**config.mk**
```make
export PLATFORM = sky130hd
export DESIGN_NAME = uart_spi_bridge
export DESIGN_NICKNAME = d
export VERILOG_FILES = /design/src/rtl/uart_spi_bridge.sv
export SDC_FILE = /design/constraint.sdc
export NUM_CORES = 1
export LEC_CHECK = 0
export CAP_MARGIN = 20
export CORE_ASPECT_RATIO = 1.2
export CORE_MARGIN = 1
export CORE_UTILIZATION = 35
export CTS_BUF_LIST = sky130_fd_sc_hd__clkbuf_4 sky130_fd_sc_hd__clkbuf_8
export DETAILED_ROUTE_END_ITERATION = 10
export SYNTH_ARGS = -nofsm -noshare
export SYNTH_HDL_FRONTEND = slang
export SYNTH_SLANG_ARGS = --single-unit
```
**constraint.sdc**
```tcl
create_clock -name i_clock -period 4.89 [get_ports i_clock]
set_clock_uncertainty 0.05 [all_clocks]
set_input_delay 0.978 -clock i_clock [delete_from_list [all_inputs] [get_ports i_clock]]
set_output_delay 0.978 -clock i_clock [all_outputs]
set_load 0.05 [all_outputs]
```
**src/rtl/uart_spi_bridge.sv**
```systemverilog
// ============================================================================
// uart_spi_bridge
// ----------------------------------------------------------------------------
// This block turns short UART command sequences into 16-bit SPI transactions.
// It answers every completed command with exactly one UART response byte.
//
//   'W' addr data -> SPI write of {addr & ~READ_FLAG, data}; response 'K' (4B)
//   'R' addr      -> SPI read of  {addr |  READ_FLAG, 00};   response = SPI byte
//   'P'           -> response 'P' (50)
//   other opcode  -> response '?' (3F) and an o_err pulse
//
// Optional feature (compile-time macro UART_SPI_BRIDGE_TIMEOUT_EN):
//   An inter-byte timeout for GET_ADDR / GET_DATA. When the timeout expires,
//   the block returns to IDLE, pulses o_err and sends no response. When the
//   macro is undefined, those states wait forever and no counter is built.
//
// Parameters
//   TIMEOUT_CYCLES  inter-byte timeout in i_clock cycles
//   READ_FLAG       mask ORed into the address byte for SPI reads
//   CMD_WRITE/CMD_READ/CMD_PING  opcodes
//
// Ports
//   i_clock, i_reset      system clock, synchronous active-high reset
//   i_rx_dv, i_rx_byte    received UART byte strobe and data
//   o_tx_dv, o_tx_byte    UART transmit start strobe and byte
//   i_tx_done, i_tx_active  UART transmitter completion strobe and busy level
//   o_spi_start           SPI transaction start strobe
//   o_spi_upper/lower     SPI address / data bytes
//   i_spi_busy, i_spi_done, i_spi_rx  SPI master busy, completion, read data
//   o_busy                high whenever the FSM is not in IDLE
//   o_err                 one-cycle protocol error strobe
// ============================================================================
module uart_spi_bridge #(
    parameter int          TIMEOUT_CYCLES = 43400,
    parameter logic [7:0]  READ_FLAG      = 8'h80,
    parameter logic [7:0]  CMD_WRITE      = 8'h57,
    parameter logic [7:0]  CMD_READ       = 8'h52,
    parameter logic [7:0]  CMD_PING       = 8'h50
) (
    input  logic       i_clock,
    input  logic       i_reset,
    input  logic       i_rx_dv,
    input  logic [7:0] i_rx_byte,
    output logic       o_tx_dv,
    output logic [7:0] o_tx_byte,
    input  logic       i_tx_done,
    input  logic       i_tx_active,
    output logic       o_spi_start,
    output logic [7:0] o_spi_upper,
    output logic [7:0] o_spi_lower,
    input  logic       i_spi_busy,
    input  logic       i_spi_done,
    input  logic [7:0] i_spi_rx,
    output logic       o_busy,
    output logic       o_err
);

    localparam logic [7:0] RESP_PING    = 8'h50;
    localparam logic [7:0] RESP_UNKNOWN = 8'h3F;
    localparam logic [7:0] RESP_WRITE   = 8'h4B;

    typedef enum logic [2:0] {
        IDLE,
        GET_ADDR,
        GET_DATA,
        SPI_START,
        SPI_WAIT,
        TX_START,
        TX_WAIT
    } state_t;

    state_t state;
    logic   is_read;
    logic   timeout_hit;
    logic   in_addr_data;
    logic   in_locked;

    assign in_addr_data = (state == GET_ADDR) || (state == GET_DATA);

    // States in which a new UART byte cannot be accepted and is dropped.
    assign in_locked = (state == SPI_START) || (state == SPI_WAIT) ||
                       (state == TX_START)  || (state == TX_WAIT);

    assign o_busy = (state != IDLE);

`ifdef UART_SPI_BRIDGE_TIMEOUT_EN
    localparam int CNT_W = $clog2(TIMEOUT_CYCLES + 1);
    localparam logic [CNT_W-1:0] CNT_MAX = CNT_W'(TIMEOUT_CYCLES);

    logic [CNT_W-1:0] timeout_cnt;

    // The timeout fires only in a cycle without a byte, so a byte that
    // arrives exactly at the limit still wins.
    assign timeout_hit = in_addr_data && (timeout_cnt == CNT_MAX) && !i_rx_dv;

    // Inter-byte counter: it restarts on every received byte and outside the
    // byte-collection states. It saturates so it can never wrap.
    always_ff @(posedge i_clock) begin
        if (i_reset || i_rx_dv || !in_addr_data) begin
            timeout_cnt <= '0;
        end else if (timeout_cnt != CNT_MAX) begin
            timeout_cnt <= timeout_cnt + 1'b1;
        end
    end
`else
    assign timeout_hit = 1'b0;
`endif

    // Main command FSM with registered strobes.
    // Each start strobe is raised on the edge that enters its *_START state
    // when the peer was idle on that edge. The strobe is therefore high
    // during the first cycle in that state. Otherwise it is raised on the
    // first later edge that sees the peer idle. Leaving the state always
    // clears the strobe, so it lasts one cycle and the two strobes can never
    // overlap.
    always_ff @(posedge i_clock) begin
        if (i_reset) begin
            state       <= IDLE;
            is_read     <= 1'b0;
            o_tx_dv     <= 1'b0;
            o_tx_byte   <= 8'h00;
            o_spi_start <= 1'b0;
            o_spi_upper <= 8'h00;
            o_spi_lower <= 8'h00;
            o_err       <= 1'b0;
        end else begin
            o_err <= 1'b0;

            if (i_rx_dv && in_locked) begin
                o_err <= 1'b1;
            end

            case (state)
                IDLE: begin
                    if (i_rx_dv) begin
                        if ((i_rx_byte == CMD_WRITE) || (i_rx_byte == CMD_READ)) begin
                            is_read <= (i_rx_byte == CMD_READ);
                            state   <= GET_ADDR;
                        end else if (i_rx_byte == CMD_PING) begin
                            o_tx_byte <= RESP_PING;
                            o_tx_dv   <= !i_tx_active;
                            state     <= TX_START;
                        end else begin
                            o_tx_byte <= RESP_UNKNOWN;
                            o_tx_dv   <= !i_tx_active;
                            o_err     <= 1'b1;
                            state     <= TX_START;
                        end
                    end
                end

                GET_ADDR: begin
                    if (timeout_hit) begin
                        o_err <= 1'b1;
                        state <= IDLE;
                    end else if (i_rx_dv) begin
                        if (is_read) begin
                            o_spi_upper <= i_rx_byte | READ_FLAG;
                            o_spi_lower <= 8'h00;
                            o_spi_start <= !i_spi_busy;
                            state       <= SPI_START;
                        end else begin
                            o_spi_upper <= i_rx_byte & ~READ_FLAG;
                            state       <= GET_DATA;
                        end
                    end
                end

                GET_DATA: begin
                    if (timeout_hit) begin
                        o_err <= 1'b1;
                        state <= IDLE;
                    end else if (i_rx_dv) begin
                        o_spi_lower <= i_rx_byte;
                        o_spi_start <= !i_spi_busy;
                        state       <= SPI_START;
                    end
                end

                SPI_START: begin
                    if (o_spi_start) begin
                        o_spi_start <= 1'b0;
                        state       <= SPI_WAIT;
                    end else if (!i_spi_busy) begin
                        o_spi_start <= 1'b1;
                    end
                end

                SPI_WAIT: begin
                    if (i_spi_done) begin
                        o_tx_byte <= is_read ? i_spi_rx : RESP_WRITE;
                        o_tx_dv   <= !i_tx_active;
                        state     <= TX_START;
                    end
                end

                TX_START: begin
                    if (o_tx_dv) begin
                        o_tx_dv <= 1'b0;
                        state   <= TX_WAIT;
                    end else if (!i_tx_active) begin
                        o_tx_dv <= 1'b1;
                    end
                end

                TX_WAIT: begin
                    if (i_tx_done) begin
                        state <= IDLE;
                    end
                end

                default: begin
                    o_tx_dv     <= 1'b0;
                    o_spi_start <= 1'b0;
                    state       <= IDLE;
                end
            endcase
        end
    end

endmodule

```
Word-level counts from Yosys, hierarchy flattened:

Index checks and enable logic that the tools add are counted.

* eq/ne operators: 18
* muxes and demuxes: 38
* bitwise operators: 2
* reductions and logical operators: 20

Operators by type and width (number)
* 2-to-1 mux 8 bit: 8
* one-hot mux 8 bit (2 select lines): 2
* == test 8 x 7 -> 1 bit, second input constant: 3
* 2-to-1 mux 3 bit: 8
* one-hot mux 3 bit (7 select lines): 1
* inequality test 2 bit, second input constant: 9
* 2-to-1 mux 1 bit: 16
* AND reduction 4 bit: 4
* == test 3 bit, second input constant: 3
* one-hot mux 1 bit (4 select lines): 2
* OR reduction 4 bit: 2
* 2-to-1 mux 7 bit: 1
* AND reduction 7 bit: 1
* == test 3 x 2 -> 1 bit, second input constant: 2
* logical OR 1 bit: 4
* nonzero test 2 bit: 2
* == test 3 x 1 -> 1 bit, second input constant: 1
* zero test 3 bit: 1
* AND reduction 3 bit: 1
* nonzero test 3 bit: 1
* zero test 1 bit: 2
* NOT 1 bit: 2
* AND reduction 2 bit: 1
* logical AND 1 bit: 1

* bits in registers: 31
* input bits: 23
* output and inout port bits: 28
* logic and storage cells: 86

Logic depth before layout (Yosys ltp):

* depth in word-level cells: 10
* depth in mapped cells: 6
* mapped depth without buffers: 4

Worst setup path after synthesis:

Ideal clock, no wire load.

* kind: input to register
* start point: in i_rx_byte[0]
* end point: reg o_tx_byte[0]
* library setup time: 0.071 ns
* data arrival time: 2.200 ns
* data required time: 4.769 ns
* setup slack: 2.569 ns
* stages on the path: 6
* path buffers: 2
* cell sequence: buf_4 xnor2_1 and4_4 buf_6 or4_1 a21oi_1

* word-level cells in the longest chain between the ends: 5
* elaborated cells between the ends (all ways): 10
* those cells by class: eq/ne: 4; mux: 4; reduce/logical: 2

RTL lines
* from (decl): RTL line 43 `input logic [7:0] i_rx_byte,`
* == test 8 x 7 -> 1 bit: RTL line 139 `end else if (i_rx_byte == CMD_PING) begin`
* 2-to-1 mux 7 bit: RTL line 139
* 2-to-1 mux 8 bit: RTL line 136 `if ((i_rx_byte == CMD_WRITE) || (i_rx_byte == CMD_READ)) begin`
* 2-to-1 mux 8 bit: RTL line 135 `if (i_rx_dv) begin`
* one-hot mux 8 bit (2 select lines): RTL line 133 `case (state)`
* to (signal assigned): RTL line 191 `o_tx_byte <= is_read ? i_spi_rx : RESP_WRITE;`
* to (decl): RTL line 45 `output logic [7:0] o_tx_byte,`

Several ways; a longest one is shown, not always the timed one. The select of a mux whose other input is x is not followed.
A chain may end at the register's enable or synchronous reset.

Worst setup path after layout:

* start point: reg state[1]
* end point: out o_busy

* word-level cells in the longest chain between the ends: 1

RTL lines
* from (decl): RTL line 72 `state_t state;`
* from (signal assigned): RTL line 118 `state <= IDLE;`
* from (signal assigned): RTL line 138 `state <= GET_ADDR;`
* from (signal assigned): RTL line 142 `state <= TX_START;`
* nonzero test 3 bit: RTL line 84 `assign o_busy = (state != IDLE);`
* to (decl): RTL line 54 `output logic o_busy,`

Every way passes these cells.

==> Implementation_results.wiki <==
{| class="wikitable"
! Metric !! Value
|-
| Maximum number of pins on one net before global-route repair || 33
|-
| Number of standard cells after synthesis || 193
|-
| Dominant combinational cell family by area after synthesis || simple AND/OR/NAND/NOR gates
|-
| Slew Limit Headroom || 0.5870
|-
| Average wire per standard cell || 13.79 um
|-
| Finished Core Util || 0.5078
|-
| Port-buffer cells || 50
|-
| Warnings from Yosys || 0
|-
| Final HPWL DP || 2.844 mm
|-
| Net count after synthesis || 216
|-
| Data required time of the critical path || 3.86 ns
|-
| Share of Yosys cell area claimed by the top area cell type || 0.3857
|-
| Highest net fanout along the worst path || 21
|-
| Nets@finish || 261
|-
| WP data arrival || 2.31 ns
|-
| Detailed-routing iteration count for the pre-antenna-repair pass || 4
|-
| Setup Viol. Count Final || 0
|-
| Number of synthesized register bits || 31
|-
| Via density || 5.218
|-
| Resize count post-CTS || 0
|-
| Share of synthesized area spent on multiplexers || 0.06843
|-
| Kind of path behind the tightest hold check || reg -> reg
|-
| Synthesized cell area || 1609 sq um
|-
| Global-route wire length before repair || 6.810 mm
|-
| CTS Hold Buffers Added || 0
|-
| Leakage component of the power || 0.7653 nW
|-
| Max IR drop VDD || 0.0002417 V
|-
| GRT overflow || 0
|-
| DRC violation count after routing || 0
|-
| Synth top area cells || sky130_fd_sc_hd__dfxtp_1 39%, sky130_fd_sc_hd__mux2i_1 6.8%, sky130_fd_sc_hd__a21oi_1 6.2%
|-
| GRT Total Usage || 0.1813
|-
| X dimension of the die || 63.90 um
|-
| Ratio of total power to cell area || 502.6 nW/um^2
|-
| FP Rows || 26
|-
| Initial antenna violation count || 0
|-
| Adder-cell share of the synthesized area || 0
|-
| Share of the clock period used by the worst path || 0.6829
|-
| DR iter-0 viols || 64
|-
| Number of H-tree branching levels || 2
|-
| Max-cap check violation count || 0
|-
| Post-synthesis area per instance || 8.337 sq um
|-
| Measured slew at the worst slew-check pin || 0.6186 ns
|-
| Initial core utilization || 0.3719
|-
| Final number of hold-violating endpoints || 0
|-
| Vias || 1534
|-
| Dominant synthesized flop cell || sky130_fd_sc_hd__dfxtp_1
|-
| Height of the chip || 76.28 um
|-
| Area delta synth->final || 36.55%
|-
| Share of post-route cells with drive strength above 1 || 0.05882
|-
| Post-layout min period || 3.339 ns
|-
| Total I/O pin count || 51
|-
| Critical Path Sink Type || output port
|-
| WS Path Type || reg -> out
|-
| Unique cell type count in the Yosys netlist || 52
|-
| CTS tree || built
|-
| Via count of the first global-routing pass || 1427
|-
| Number of buffers on the longest clock path || 2
|-
| Maximum operating frequency || 0.2995 GHz
|-
| Compound-gate portion of the synthesized area || 0.1967
|-
| Inserted Diodes || 0
|-
| Post-CTS repair timing setup buffer count || 0
|-
| Routability cong. || 0.7450
|-
| Status || completed
|-
| Routed wire length || 4.055 mm
|-
| Fraction of registers with async set/reset || 0
|-
| Pins over their slew limit || 0
|-
| Setup repair after global routing missed its margin || no
|-
| Total negative setup slack || 0 ns
|-
| CTS sink cnt || 31
|-
| Number of nets still failing antenna checks after routing || 0
|-
| XOR/XNOR share of the synthesized area || 0.01089
|-
| Crit path launch type || flop
|-
| Clock slew at reported path FFs || 0.07 ns
|-
| Core Footprint || 4327 sq um
|-
| Leading area contributor after synthesis || sky130_fd_sc_hd__dfxtp_1
|-
| Sequential fraction of the synthesis area || 0.3857
|-
| Floorplan die area || 4874 sq um
|-
| Simple logic cell fraction of the synthesized area || 0.2737
|-
| Number of flops mapped to enable cells by yosys || 0
|-
| Master cell of the clock root buffer || sky130_fd_sc_hd__clkbuf_8
|-
| Total clock buffers created by CTS || 5
|-
| Clk Latency, worst-skew pair || 0.28 ns
|}
==> final timing paths <==
path,startpoint,endpoint,slack [ns],cells past startpoint
max,state[1],o_busy,1.55,3
min,o_spi_lower[4],o_spi_lower[4],0.40,2
max reg2reg,state[1],o_tx_byte[3],2.81,4
min reg2reg,o_spi_lower[4],o_spi_lower[4],0.40,2
==> report_power, final <==
group,total [mW],switching [mW],internal (mW)
Combinational,0.534,0.327,0.206
Clock,0.202,0.0921,0.110
Sequential,0.368,0.0676,0.301
Total,1.10,0.487,0.617
==> cells in the mapped netlist (2+ instances only) <==
cell type / count
sky130_fd_sc_hd__nand2_1: 15
sky130_fd_sc_hd__o21ai_0: 11
sky130_fd_sc_hd__buf_2: 2
sky130_fd_sc_hd__mux2i_1: 11
sky130_fd_sc_hd__dfxtp_1: 31
sky130_fd_sc_hd__nand3_1: 12
sky130_fd_sc_hd__a211oi_1: 2
sky130_fd_sc_hd__buf_4: 3
sky130_fd_sc_hd__nor3_1: 2
sky130_fd_sc_hd__a21oi_1: 20
sky130_fd_sc_hd__nor4b_1: 2
sky130_fd_sc_hd__and3b_1: 2
sky130_fd_sc_hd__and2_1: 3
sky130_fd_sc_hd__inv_1: 7
sky130_fd_sc_hd__clkbuf_1: 5
sky130_fd_sc_hd__nand2b_1: 3
sky130_fd_sc_hd__o32ai_1: 2
sky130_fd_sc_hd__nor2_1: 19
sky130_fd_sc_hd__and2b_1: 2
sky130_fd_sc_hd__buf_6: 2
sky130_fd_sc_hd__or4_1: 4
sky130_fd_sc_hd__o221ai_1: 2
sky130_fd_sc_hd__o21a_1: 2
==> layer usage <==
layer | vias up | share of wire | GRT usage
li1 | 787 | - | -
met1 | 702 | 0.46 | 0.2241
met2 | 39 | 0.46 | 0.2798
met3 | 6 | 0.050 | 0.05539
met4 | 0 | 0.023 | 0.09318
met5 | - | 0 | 0
==> layout by cell type, fill, tap and decap left out, types with 2 or more instances in the layout <==
master                             n
sky130_fd_sc_hd__clkbuf_8          6
sky130_fd_sc_hd__and2_1            3
sky130_fd_sc_hd__a21oi_1          20
sky130_fd_sc_hd__nor3_1            2
sky130_fd_sc_hd__nor2_1           19
sky130_fd_sc_hd__a211oi_1          2
sky130_fd_sc_hd__and2b_1           2
sky130_fd_sc_hd__clkdlybuf4s50_1  50
sky130_fd_sc_hd__o221ai_1          2
sky130_fd_sc_hd__or4_1             4
sky130_fd_sc_hd__nand2b_1          3
sky130_fd_sc_hd__nand2_1          15
sky130_fd_sc_hd__dfxtp_1          31
sky130_fd_sc_hd__mux2i_1          11
sky130_fd_sc_hd__nand3_1          12
sky130_fd_sc_hd__inv_1             7
sky130_fd_sc_hd__nor4b_1           2
sky130_fd_sc_hd__and3b_1           2
sky130_fd_sc_hd__o21a_1            2
sky130_fd_sc_hd__o21ai_0          11
sky130_fd_sc_hd__o32ai_1           2
==> stage by stage <==
step	hold WS, ns	area, sq um	total power, mW	cells	setup WS (ns)
5_1_grt	0.4208	2197	1.177	294	1.430
4_1_cts	0.4036	2197	1.113	294	1.557
2_1_floorplan	0.4672	1609	0.7691	193	2.569
3_5_place_dp	0.3962	2110	0.9077	287	1.865
3_3_place_gp	0.3957	2110	0.9054	287	1.885
6_report	0.4009	2197	1.104	294	1.551
==> sequential cells by signal (all words and copies together) (netlist names) <==
name	cells
o_spi_upper	8
o_spi_lower	8
o_spi_start	1
o_tx_dv	1
state	3
o_err	1
is_read	1
o_tx_byte	8
==> cells by family after synthesis <==
| group | after synthesis |
|---|---|
| muxes | 11 |
| AOI/OAI and AO/OA | 51 |
| DFF | 31 |
| buffers and inverters | 20 |
| xor gates and xnor gates | 2 |
| and+or+nand+nor | 78 |
==> layout make-up <==
cell class                      instances  area (sq um)
Timing Repair Buffer                   51         508.0
Clock buffer                            6         82.58
Inverter                                7         26.28
Tap cell                               56         70.07
Fill cell                             426          2130
Multi-Input combinational cell        142         884.6
Clock inverter                          1         5.005
Sequential cell                        31         620.6
==> critical path, stage by stage, from the launching register on <==
cell and delay (ns):
sky130_fd_sc_hd__dfxtp_1 0.71, sky130_fd_sc_hd__nor2_1 0.28, sky130_fd_sc_hd__nand2_1 0.21, sky130_fd_sc_hd__clkdlybuf4s50_1 0.83
Power figures use the tool's default switching activity.
